===== config.mk =====
export PLATFORM = sky130hd
export DESIGN_NAME = coin_dispenser
export DESIGN_NICKNAME = d
export VERILOG_FILES = /design/src/rtl/coin_pkg.sv /design/src/rtl/coin_select.sv /design/src/rtl/coin_dispenser.sv
export SDC_FILE = /design/constraint.sdc
export NUM_CORES = 1
export LEC_CHECK = 0
export CORE_AREA = 2 2 80 82
export DETAILED_ROUTE_END_ITERATION = 6
export DIE_AREA = 0 0 82 84
export PLACE_DENSITY = 0.78
export SLEW_MARGIN = 25
export SYNTH_ARGS = -nofsm -noshare
export SYNTH_HDL_FRONTEND = slang
export SYNTH_SLANG_ARGS = --single-unit

===== constraint.sdc =====
create_clock -name clk -period 2.1 [get_ports clk]
set_input_delay 0.21 -clock clk [delete_from_list [all_inputs] [get_ports clk]]
set_output_delay 0.21 -clock clk [all_outputs]
set_load 0.1 [all_outputs]

===== src/rtl/coin_pkg.sv =====
// Shared types and coin index constants for the change dispenser slice.
package coin_pkg;

    typedef enum logic [2:0] {
        IDLE,
        SELECT,
        PULSE,
        GAP,
        DONE
    } state_t;

    localparam int unsigned COIN_Q = 2;
    localparam int unsigned COIN_D = 1;
    localparam int unsigned COIN_N = 0;

endpackage


===== src/rtl/coin_select.sv =====
// Greedy coin picker: largest denomination that fits the remainder and is in stock.
module coin_select
    import coin_pkg::*;
#(
    parameter int unsigned MONEY_W = 8,
    parameter int unsigned CNT_W   = 4,
    parameter int unsigned DENOM_Q = 25,
    parameter int unsigned DENOM_D = 10,
    parameter int unsigned DENOM_N = 5
) (
    input  logic [MONEY_W-1:0] remaining,
    input  logic [CNT_W-1:0]   inv_q,
    input  logic [CNT_W-1:0]   inv_d,
    input  logic [CNT_W-1:0]   inv_n,
    output logic [2:0]         pick,
    output logic               none
);

    always_comb begin
        pick = '0;
        if (remaining >= MONEY_W'(DENOM_Q) && inv_q != '0) begin
            pick[COIN_Q] = 1'b1;
        end else if (remaining >= MONEY_W'(DENOM_D) && inv_d != '0) begin
            pick[COIN_D] = 1'b1;
        end else if (remaining >= MONEY_W'(DENOM_N) && inv_n != '0) begin
            pick[COIN_N] = 1'b1;
        end
        none = (pick == '0);
    end

endmodule


===== src/rtl/coin_dispenser.sv =====
// Change dispenser: pays a requested amount one coin per pulse, largest first,
// with a cooldown after each pulse; reports coins paid and any shortfall.
module coin_dispenser
    import coin_pkg::*;
#(
    parameter int unsigned MONEY_W    = 8,
    parameter int unsigned CNT_W      = 4,
    parameter int unsigned DENOM_Q    = 25,
    parameter int unsigned DENOM_D    = 10,
    parameter int unsigned DENOM_N    = 5,
    parameter int unsigned GAP_CYCLES = 2
) (
    input  logic               clk,
    input  logic               reset,
    input  logic               req_valid,
    input  logic [MONEY_W-1:0] req_amount,
    output logic               req_ready,
    input  logic               load_en,
    input  logic [CNT_W-1:0]   load_q,
    input  logic [CNT_W-1:0]   load_d,
    input  logic [CNT_W-1:0]   load_n,
    output logic [2:0]         coin_pulse,
    output logic               done,
    output logic [MONEY_W-1:0] short_amt,
    output logic [CNT_W-1:0]   Q,
    output logic [CNT_W-1:0]   D,
    output logic [CNT_W-1:0]   N,
    output logic [CNT_W-1:0]   inv_q,
    output logic [CNT_W-1:0]   inv_d,
    output logic [CNT_W-1:0]   inv_n
);

    localparam int unsigned GAP_W = (GAP_CYCLES > 1) ? $clog2(GAP_CYCLES) : 1;
    localparam logic [GAP_W-1:0] GAP_LAST = GAP_W'((GAP_CYCLES > 0) ? GAP_CYCLES - 1 : 0);

    state_t             state_q, state_d;
    logic [MONEY_W-1:0] rem_q, rem_d;
    logic [MONEY_W-1:0] short_q, short_d;
    logic [2:0]         pick_q, pick_d;
    logic [GAP_W-1:0]   gap_q, gap_d;
    logic [CNT_W-1:0]   paidq_q, paidq_d, paidd_q, paidd_d, paidn_q, paidn_d;
    logic [CNT_W-1:0]   invq_q, invq_d, invd_q, invd_d, invn_q, invn_d;

    logic [2:0] sel_pick;
    logic       sel_none;

    coin_select #(
        .MONEY_W (MONEY_W),
        .CNT_W   (CNT_W),
        .DENOM_Q (DENOM_Q),
        .DENOM_D (DENOM_D),
        .DENOM_N (DENOM_N)
    ) u_select (
        .remaining (rem_q),
        .inv_q     (invq_q),
        .inv_d     (invd_q),
        .inv_n     (invn_q),
        .pick      (sel_pick),
        .none      (sel_none)
    );

    always_ff @(posedge clk or negedge reset) begin
        if (!reset) begin
            state_q <= IDLE;
            rem_q   <= '0;
            short_q <= '0;
            pick_q  <= '0;
            gap_q   <= '0;
            paidq_q <= '0;
            paidd_q <= '0;
            paidn_q <= '0;
            invq_q  <= '0;
            invd_q  <= '0;
            invn_q  <= '0;
        end else begin
            state_q <= state_d;
            rem_q   <= rem_d;
            short_q <= short_d;
            pick_q  <= pick_d;
            gap_q   <= gap_d;
            paidq_q <= paidq_d;
            paidd_q <= paidd_d;
            paidn_q <= paidn_d;
            invq_q  <= invq_d;
            invd_q  <= invd_d;
            invn_q  <= invn_d;
        end
    end

    always_comb begin
        state_d = state_q;
        rem_d   = rem_q;
        short_d = short_q;
        pick_d  = pick_q;
        gap_d   = gap_q;
        paidq_d = paidq_q;
        paidd_d = paidd_q;
        paidn_d = paidn_q;
        invq_d  = invq_q;
        invd_d  = invd_q;
        invn_d  = invn_q;

        case (state_q)
            IDLE: begin
                if (load_en) begin
                    invq_d = load_q;
                    invd_d = load_d;
                    invn_d = load_n;
                end
                if (req_valid) begin
                    rem_d   = req_amount;
                    paidq_d = '0;
                    paidd_d = '0;
                    paidn_d = '0;
                    state_d = SELECT;
                end
            end
            SELECT: begin
                // short_amt is captured here so it is already valid in the DONE cycle
                if (rem_q == '0 || sel_none) begin
                    short_d = rem_q;
                    state_d = DONE;
                end else begin
                    pick_d  = sel_pick;
                    state_d = PULSE;
                end
            end
            PULSE: begin
                if (pick_q[COIN_Q]) begin
                    invq_d  = invq_q - CNT_W'(1);
                    paidq_d = paidq_q + CNT_W'(1);
                    rem_d   = rem_q - MONEY_W'(DENOM_Q);
                end else if (pick_q[COIN_D]) begin
                    invd_d  = invd_q - CNT_W'(1);
                    paidd_d = paidd_q + CNT_W'(1);
                    rem_d   = rem_q - MONEY_W'(DENOM_D);
                end else begin
                    invn_d  = invn_q - CNT_W'(1);
                    paidn_d = paidn_q + CNT_W'(1);
                    rem_d   = rem_q - MONEY_W'(DENOM_N);
                end
                gap_d   = '0;
                state_d = (GAP_CYCLES == 0) ? SELECT : GAP;
            end
            GAP: begin
                if (gap_q == GAP_LAST) begin
                    state_d = SELECT;
                end else begin
                    gap_d = gap_q + GAP_W'(1);
                end
            end
            DONE: begin
                state_d = IDLE;
            end
            default: begin
                state_d = IDLE;
            end
        endcase
    end

    assign req_ready  = (state_q == IDLE);
    assign done       = (state_q == DONE);
    assign coin_pulse = (state_q == PULSE) ? pick_q : '0;
    assign short_amt  = short_q;
    assign Q          = paidq_q;
    assign D          = paidd_q;
    assign N          = paidn_q;
    assign inv_q      = invq_q;
    assign inv_d      = invd_q;
    assign inv_n      = invn_q;

endmodule


# == Yosys cells after proc, flatten, opt, wreduce, memory -nomap -nowiden ==
# Index checks and enable logic that the tools add are counted.
# classes
n_lt_le_gt_ge,3
n_addsub,10
n_eq_ne,11
mux,36
bitwise,1
reduce_logical,22
# ops
operator,n
two-way mux 4 bit,14
case mux 4 bit (2 select lines),6
two-way mux 8 bit,3
case mux 8 bit (2 select lines),1
AND reduction 4 bit,4
"adder 4 x 1 -> 4 bit, second input constant",3
two-way mux 3 bit,4
"inequality test 2 bit, second input constant",6
case mux 3 bit (4 select lines),1
nonzero test 4 bit,3
"subtractor 4 x 1 -> 4 bit, second input constant",3
"greater-or-equal comparator 8 x 3 -> 1 bit, second input constant",1
"greater-or-equal comparator 8 x 4 -> 1 bit, second input constant",1
"greater-or-equal comparator 8 x 5 -> 1 bit, second input constant",1
zero test 8 bit,1
AND reduction 2 bit,4
"subtractor 8 x 3 -> 8 bit, second input constant",1
"subtractor 8 x 4 -> 8 bit, second input constant",1
"subtractor 8 x 5 -> 8 bit, second input constant",1
"equality test 3 x 2 -> 1 bit, second input constant",2
zero test 3 bit,2
AND reduction 3 bit,2
two-way mux 1 bit,5
nonzero test 2 bit,2
9 further kinds,11
# word_totals
elab_cells,94
in_bits,24
ff_bits,47
output_inout_bits,37

# == Depth between registers and ports, before layout ==
# Gate-level depths: netlist of the first run.
# depth
ltp_word,9
ltp_mapped,7
ltp_nobuf,7

# == Modules after synthesis ==
# From an unflattened synthesis of the first run, not the netlist that was laid out.
# unflattened
hier_cells,308
hier_area_um2,2864.0
# by_module_without_submodules
module,cells_each,seq_area_each_um2,area_per_inst_um2,n_inst
coin_dispenser,293,1176.1,2748.9,1
coin_select,15,0.0,115.1,1

# == Least setup slack after synthesis of the first run ==
# Ideal clock, no wire load.
# synth_path
path_kind,register -> register
startpoint,reg state_q[1]
endpoint,reg invq_q[1] (netlist: inv_q[1])
n_path_buf,1
arrival_time_ns,3.825
stages_incl_launch_ff,6
period_less_slack_ns,3.968
required_ns,1.957
setup_time_ns,0.143
path_slack_ns,-1.868
path_cell_list,dfrtp_1 -> clkbuf_1 -> nor3_1 -> a22oi_1 -> a211oi_1 -> a21oi_1
# synth_via
elab_chain_cells,3
elab_cells_between_ends,7
cone_classes,eq/ne: 3; mux: 1; reduce/logical: 3
# synth_rtl
element,line_no,rtl
"start, declared",coin_dispenser.sv:36,"state_t state_q, state_d;"
"start signal, assigned",coin_dispenser.sv:76,state_q <= state_d;
zero test 3 bit (*),-,
net req_ready,coin_dispenser.sv:17,"output logic req_ready,"
inequality test 2 x 1 -> 1 bit (no source line) / nonzero test 2 bit (equally long branches),-,
AND reduction 3 bit (no source line),-,
"end signal, assigned",coin_dispenser.sv:84,invq_q <= invq_d;
"end, declared",coin_dispenser.sv:42,"logic [CNT_W-1:0] invq_q, invq_d, invd_q, invd_d, invn_q, invn_d;"
# The timed path passes the listed nets; every way through them passes the cells marked *.
# A chain may end at the register's enable or synchronous reset.

# == Worst setup path in the final report of the first run ==
# layout_path
startpoint,reg rem_q[0]
endpoint,reg short_q[6] (netlist: short_amt[6])
# layout_via
elab_chain_cells,8
elab_cells_between_ends,15
cone_classes,order compare: 3; mux: 5; reduce/logical: 7
# layout_rtl
element,line_no,rtl
"start, declared",coin_dispenser.sv:37,"logic [MONEY_W-1:0] rem_q, rem_d;"
"start signal, assigned",coin_dispenser.sv:77,rem_q <= rem_d;
greater-or-equal comparator 8 x 3 -> 1 bit,coin_select.sv:25,end else if (remaining >= MONEY_W'(DENOM_N) && inv_n != '0) begin
logical AND 1 bit,coin_select.sv:25,
two-way mux 1 bit,coin_select.sv:25,
two-way mux 1 bit,coin_select.sv:23,end else if (remaining >= MONEY_W'(DENOM_D) && inv_d != '0) begin
two-way mux 2 bit,coin_select.sv:21,if (remaining >= MONEY_W'(DENOM_Q) && inv_q != '0) begin
zero test 3 bit,coin_select.sv:28,none = (pick == '0);
logical OR 1 bit (*),coin_dispenser.sv:120,if (rem_q == '0 || sel_none) begin
AND reduction 2 bit (no source line) (*),-,
"end signal, assigned",coin_dispenser.sv:78,short_q <= short_d;
"end, declared",coin_dispenser.sv:38,"logic [MONEY_W-1:0] short_q, short_d;"
# Mark *: on every way between the ends. The rest lies on a longest branch, timed or not.

==> flow_summary.json, run 1 <==
{
  "insertion_delay_ns": 0.31,
  "cts_max_level": 2,
  "leakagePower_uw": 0.00169,
  "final-setup-viol-count": 0,
  "dpl_cell_area_sq_um": 3640,
  "finalCriticalPeriod_ns": 2.05,
  "cp_cell_sequence": "inv_2 -> ha_2 -> o31a_1 -> o22a_1 -> nor4b_4 -> buf_12 -> mux2_4",
  "critPathMaxStageDelay_ns": 0.41,
  "num_antenna_cells": 0,
  "yosys.area_share.simple": 0.196,
  "finClkSkew_ns": 0.00352,
  "core_area_sq_um": 6100,
  "start_util": 0.435,
  "dieHeight_um": 84,
  "synthMuxAreaShare": 0.0458,
  "rows": 29,
  "worst_setup_path_start_kind": "flop",
  "cp_slowest_cell": "dfrtp_1",
  "worst-path-max-fanout": 9,
  "io_buffers": 60,
  "synth_compound_area_frac": 0.192,
  "swShare": 0.536,
  "final_nets": 405,
  "dieArea_sq_um": 6890,
  "grt_first_pass_wirelength_um": 11300,
  "drive_above_1_share": 0.333,
  "gr-usage-all-layers": 0.210,
  "drt_iter0_markers": 115,
  "grt_max_degree": 48,
  "synth_top_area_frac": 0.443,
  "synth_top_family_by_area": "simple AND/OR/NAND/NOR gates",
  "ys.flop_type": "dfrtp_1",
  "holdWs_ns": 0.421,
  "switching_power_uw": 3510,
  "vias_per_cell": 5.46,
  "root_buffer": "clkbuf_8",
  "synth.distinct_cells": 47,
  "synth_common_cells": "dfrtp_1 (47), nor2_1 (33), nand2_1 (32)",
  "hp-class": "input pin to async pin",
  "synth_cells": 288,
  "crit_buf_inv": 2,
  "maxSlewHeadroom": 0.665,
  "p_seq_frac": 0.257,
  "area_growth_pct": 43.5,
  "status": "finished clean",
  "avgSynthCellArea_sq_um": 9.21,
  "tightest_slew_ns": 0.499,
  "pin_count": 61,
  "drv_slew": 0,
  "place_congestion": 0.880,
  "die_w_um": 82,
  "hold_viol": 0,
  "rsz0062_at_grt": "true",
  "r2r_slack_ns": 0.05,
  "synthTopCellsByArea": "dfrtp_1 (44%), ha_1 (6.1%), nor2_1 (4.7%)",
  "clkSlewWorstSetupHoldPaths_ns": 0.09,
  "cp_top_family": "compound AO/OA/AOI/OAI gates",
  "p_int_uw": 3030,
  "fin_util": 0.625,
  "dr.pass1.iters": 4,
  "yosysTopAreaCell": "dfrtp_1",
  "dpl.hpwl_um": 4950,
  "wl_per_cell_um": 15.2,
  "routed_wl_um": 6790,
  "numCtsBuffers": 5,
  "cts_tree": "done",
  "crit_required_ns": 2.30,
  "synth_warnings": 0,
  "critPathCaptureType": "flop",
  "ys_ff_latch": 47,
  "period_share": 0.975,
  "p_total_uw": 6540,
  "power_density_nw_per_um2": 1720,
  "synth_edf_count": 0,
  "p_clk_frac": 0.107,
  "clk_path_buf_depth": 2,
  "fin_area_sq_um": 3810,
  "overflow": 0,
  "cp_data_arrival_time_ns": 2.24,
  "vdd_ir_drop_max_mv": 1.59,
  "path_class": "flop to flop",
  "cts_sinks": 47,
  "antenna_found_initial": 0,
  "fmax_mhz": 488,
  "combPwrFrac": 0.636,
  "synth_most_common_cell": "dfrtp_1",
  "async_flop_share": 1.00,
  "grt_pass1_vias": 2373,
  "synth.yosys.seq_area_share": 0.443,
  "drc": 0,
  "max_cap_violations": 0,
  "synth_xor_area_frac": 0.0231,
  "startpoint": "rem_q[0]",
  "ant_nets": 0,
  "synthAdderAreaFrac": 0.0613,
  "vias": 2437,
  "synth_fp_nets": 325,
  "rr_startpoint": "rem_q[0]",
  "synthesis.area_sq_um": 2650
}
==> power by group through the flow <==
stage | registers (uW) | clock network [uW] | logic, uW
after floorplan | 2820 | 0 | 1830
after global placement | 1660 | 0 | 4030
after detailed placement | 1670 | 0 | 4090
after CTS | 1660 | 722 | 4130
after global routing | 1740 | 768 | 4460
final | 1680 | 702 | 4160
==> cells by family (layout without fill, tap and decap cells) <==
family | Yosys count | in the layout
xor+xnor | 7 | 7
fa+ha+maj | 13 | 13
flops | 47 | 47
buf+inv | 27 | 108
simple gates | 106 | 106
compound gates | 77 | 77
mux | 11 | 11
==> per-stage QoR <==
stage | setup WS (ns) | instances | setup TNS, ns
after CTS | 0.000568 | 445 | 0
final | 0.0520 | 446 | 0
after global routing | -0.0343 | 446 | -0.212
after floorplan | -0.174 | 288 | -1.53
after detailed placement | 0.00547 | 435 | 0
after global placement | 0.0685 | 435 | 0
==> final cells by class <==
| type | count | area [sq um] |
|---|---|---|
| fillers | 538 | 2290 |
| multi-input cells | 214 | 1540 |
| inverters | 14 | 62.6 |
| repair buffers | 86 | 788 |
| clock inverters | 2 | 35.0 |
| clock buffers | 6 | 82.6 |
| flip-flops and latches | 47 | 1200 |
| well taps | 77 | 96.3 |
==> what timing repair did <==
item | in CTS | in global routing
pin swaps | 0 | 2
buffers inserted | 1 | 1
hold endpoints to repair | 47 | 0
resized for setup | 0 | 8
cloned | 0 | 0
hold buffers | 1 | 0
setup endpoints to repair | 2 | 12
==> per-layer routing <==
metal | track usage | share of wire | vias to the layer above | wire [um]
met5 | 0 | 0 | - | 0
met2 | 0.344 | 0.48 | 85 | 3240
li1 | - | - | 1181 | -
met4 | 0.0439 | 0.014 | 0 | 97
met1 | 0.285 | 0.45 | 1160 | 3070
met3 | 0.0422 | 0.056 | 11 | 380
==> state kept, by name, indices dropped and copies added (netlist names), 4 cells and up <==
register,count
rem_q,8
inv_d,4
inv_q,4
short_amt,8
Q,4
D,4
inv_n,4
N,4
==> cells in the final DEF, fill, tap and decap left out, types with 4 or more instances in the layout <==
cell             netlist  final
dfrtp_4                0      6
ha_1                  13      8
clkbuf_8               0      6
o21a_1                 4      4
dfrtp_2                0      5
xor2_1                 6      6
nand2b_1               7      7
buf_12                 0      7
mux2_4                 0      9
o21ai_0               14     12
nor3_1                 8      6
dfrtp_1               47     36
nand2_1               32     31
nand4_1                6      6
o21bai_1               5      5
a31oi_1                7      7
inv_1                 14      8
a21oi_1               16     15
clkdlybuf4s50_1        0     22
inv_4                  0      4
buf_4                  0     55
nor2_1                33     31
==> worst paths after layout <==
kind	endpoint	cells after the start
worst max register to register	short_amt[6]	7
worst min-delay path	short_amt[0]	3
worst min register to register	gap_q	2
worst max-delay path	short_amt[6]	7
min in group clk	inv_q[0]	3
max in group asynchronous	inv_q[1]	3
==> tightest hold or removal path, stage by stage <==
cell and delay, ns:
dlygate4sd3_1 0.52, buf_2 0.13, buf_12 0.25
(Power assumes the default switching activity.)
==> run 2, diff against run 1 <==
--- a/config.mk
+++ b/config.mk
@@ -5,6 +5,7 @@
 export SDC_FILE = /design/constraint.sdc
 export NUM_CORES = 1
 export LEC_CHECK = 0
+export CAP_MARGIN = 15
 export CORE_AREA = 2 2 80 82
 export DETAILED_ROUTE_END_ITERATION = 6
 export DIE_AREA = 0 0 82 84
==> results of run 2 <==
The final DEF is identical to that of run 1; final timing and power are the same.
==> RTL edit, RTL diff (settings of run 2) <==
The 5 states of `state_t` get a one-hot encoding in 5 bits.
--- a/src/rtl/coin_pkg.sv
+++ b/src/rtl/coin_pkg.sv
@@ -1,12 +1,12 @@
 // Shared types and coin index constants for the change dispenser slice.
 package coin_pkg;
 
-    typedef enum logic [2:0] {
-        IDLE,
-        SELECT,
-        PULSE,
-        GAP,
-        DONE
+    typedef enum logic [4:0] {
+        IDLE   = 5'b00001,
+        SELECT = 5'b00010,
+        PULSE  = 5'b00100,
+        GAP    = 5'b01000,
+        DONE   = 5'b10000
     } state_t;
 
     localparam int unsigned COIN_Q = 2;
Check against the original RTL: same outputs for any inputs over 10 cycles, from zero or initial values and one cycle with reset low; not proved beyond that.
==> RTL edit against run 2 <==
Final area is 2.9% higher; total power is 15% lower; non-clock buffer count is 2 lower; routed wire length is 5.7% higher; sequential cell count is 2 higher; setup slack better by 1.2 ps; area after synthesis is 10% higher; highest routed layer unchanged.
==> RTL edit: results <==
[synth]
yosysSeqAreaShare = 0.419
synth_nets = 358
ys_top_cells_by_area = dfrtp_1 41%, ha_1 5.6%, a21oi_1 4.1%
synth_commonest_cells = 48 x dfrtp_1, 24 x a21oi_1, 24 x nand2_1
synth_xor_area_frac = 0.00599
yosysWarnings = 0
synth_mux_area_frac = 0.0449
synth_compound_area_frac = 0.229
ys_types = 58
synth-adder-area-share = 0.0556
async_flop_share = 1.00

[placement]
gp_congestion = 0.954
dp_hpwl_mm = 5.38

[power_and_ir_drop]
internal-power_mw = 2.62
leakagePower_nw = 1.77
peakVddDrop_mv = 0.866

[grt]
grt_pass1_vias = 2645
gr-usage-met3 = 0.0411
groute.layer.met1.usage = 0.320
grt_max_degree = 50
grt_use_met2 = 0.369
grt_pass1_wl_mm = 12.6
grt_usage = 0.232

[timing]
tightest_slew_ps = 616
final.setup_skew_ps = 12.6

[outcome]
outcome = complete, no violations

[route]
wire_per_inst_um = 15.2
vias = 2665
met1_length_mm = 3.25
route.met3.wl_um = 282
dr_wl_met2_mm = 3.52
drt_iter0_drc = 178

[clocking]
htreeDepth = 2

[finish]
drive_gt1_frac = 0.275
finish.net_count = 432

[setup_path]
rr_endpoint = short_amt[7]
crit_fanout = 9
## RTL edit: cell count changes after synthesis, moves of 5 or more
cell | before | now
nand2_1 | 32 | 24
nor2_1 | 33 | 22
or3_1 | 0 | 5
mux2_2 | 9 | 0
mux2_4 | 0 | 8
buf_2 | 1 | 7
inv_1 | 14 | 21
nand3_1 | 4 | 20
o21ai_1 | 1 | 19
xor2_1 | 6 | 1
a21oi_1 | 16 | 24
## RTL edit: logic make-up (layout without fill, tap and decap cells)
group           count (synthesis)  after routing
fa+ha+maj                      13             13
mux                             9              9
simple gates                  106            106
buf+inv                        38            113
flops                          49             49
compound gates                104            104
xor+xnor                        2              2
## RTL edit: stage by stage
step	worst slack (ps)	std cells	area (um2)	hold WS [ps]	power, mW
detailed placement	24.5	461	3770	349	4.92
finish	53.2	473	3920	4.34	5.55
global placement	104	461	3770	354	4.85
global route	-61.7	473	3920	58.8	5.94
floorplan	-130	321	3020	-85.6	4.03
CTS	22.2	469	3870	20.0	5.53
## RTL edit: area by class of cell
type                       count  area, um2
sequential                    49       1250
inverter                      21       83.8
multi-input combinational    234       1630
tap                           77       96.3
clock buffer                   8       90.1
timing repair buffer          84        771
fill                         515       2180
## RTL edit: critical path, stage by stage, from the launching register on
cell      delay (ps)
dfrtp_1          430
ha_1             230
nand2b_1         180
a211oi_2         250
o221ai_2         150
nor3_4           230
buf_12           160
mux2_4           300
## RTL edit: timing repair
item                       in CTS  in global routing
gates resized for setup         1                  5
setup endpoints to repair       2                 10
pin swaps                       0                  3
hold buffers                    0                  0
buffers inserted                0                  4
## RTL edit: power by group through the flow
stage	Clock [mW]	Sequential (mW)	Combinational, mW
detailed placement	0	1.70	3.22
CTS	0.589	1.68	3.26
finish	0.566	1.70	3.29
floorplan	0	2.51	1.52
global placement	0	1.68	3.17
global route	0.619	1.76	3.57
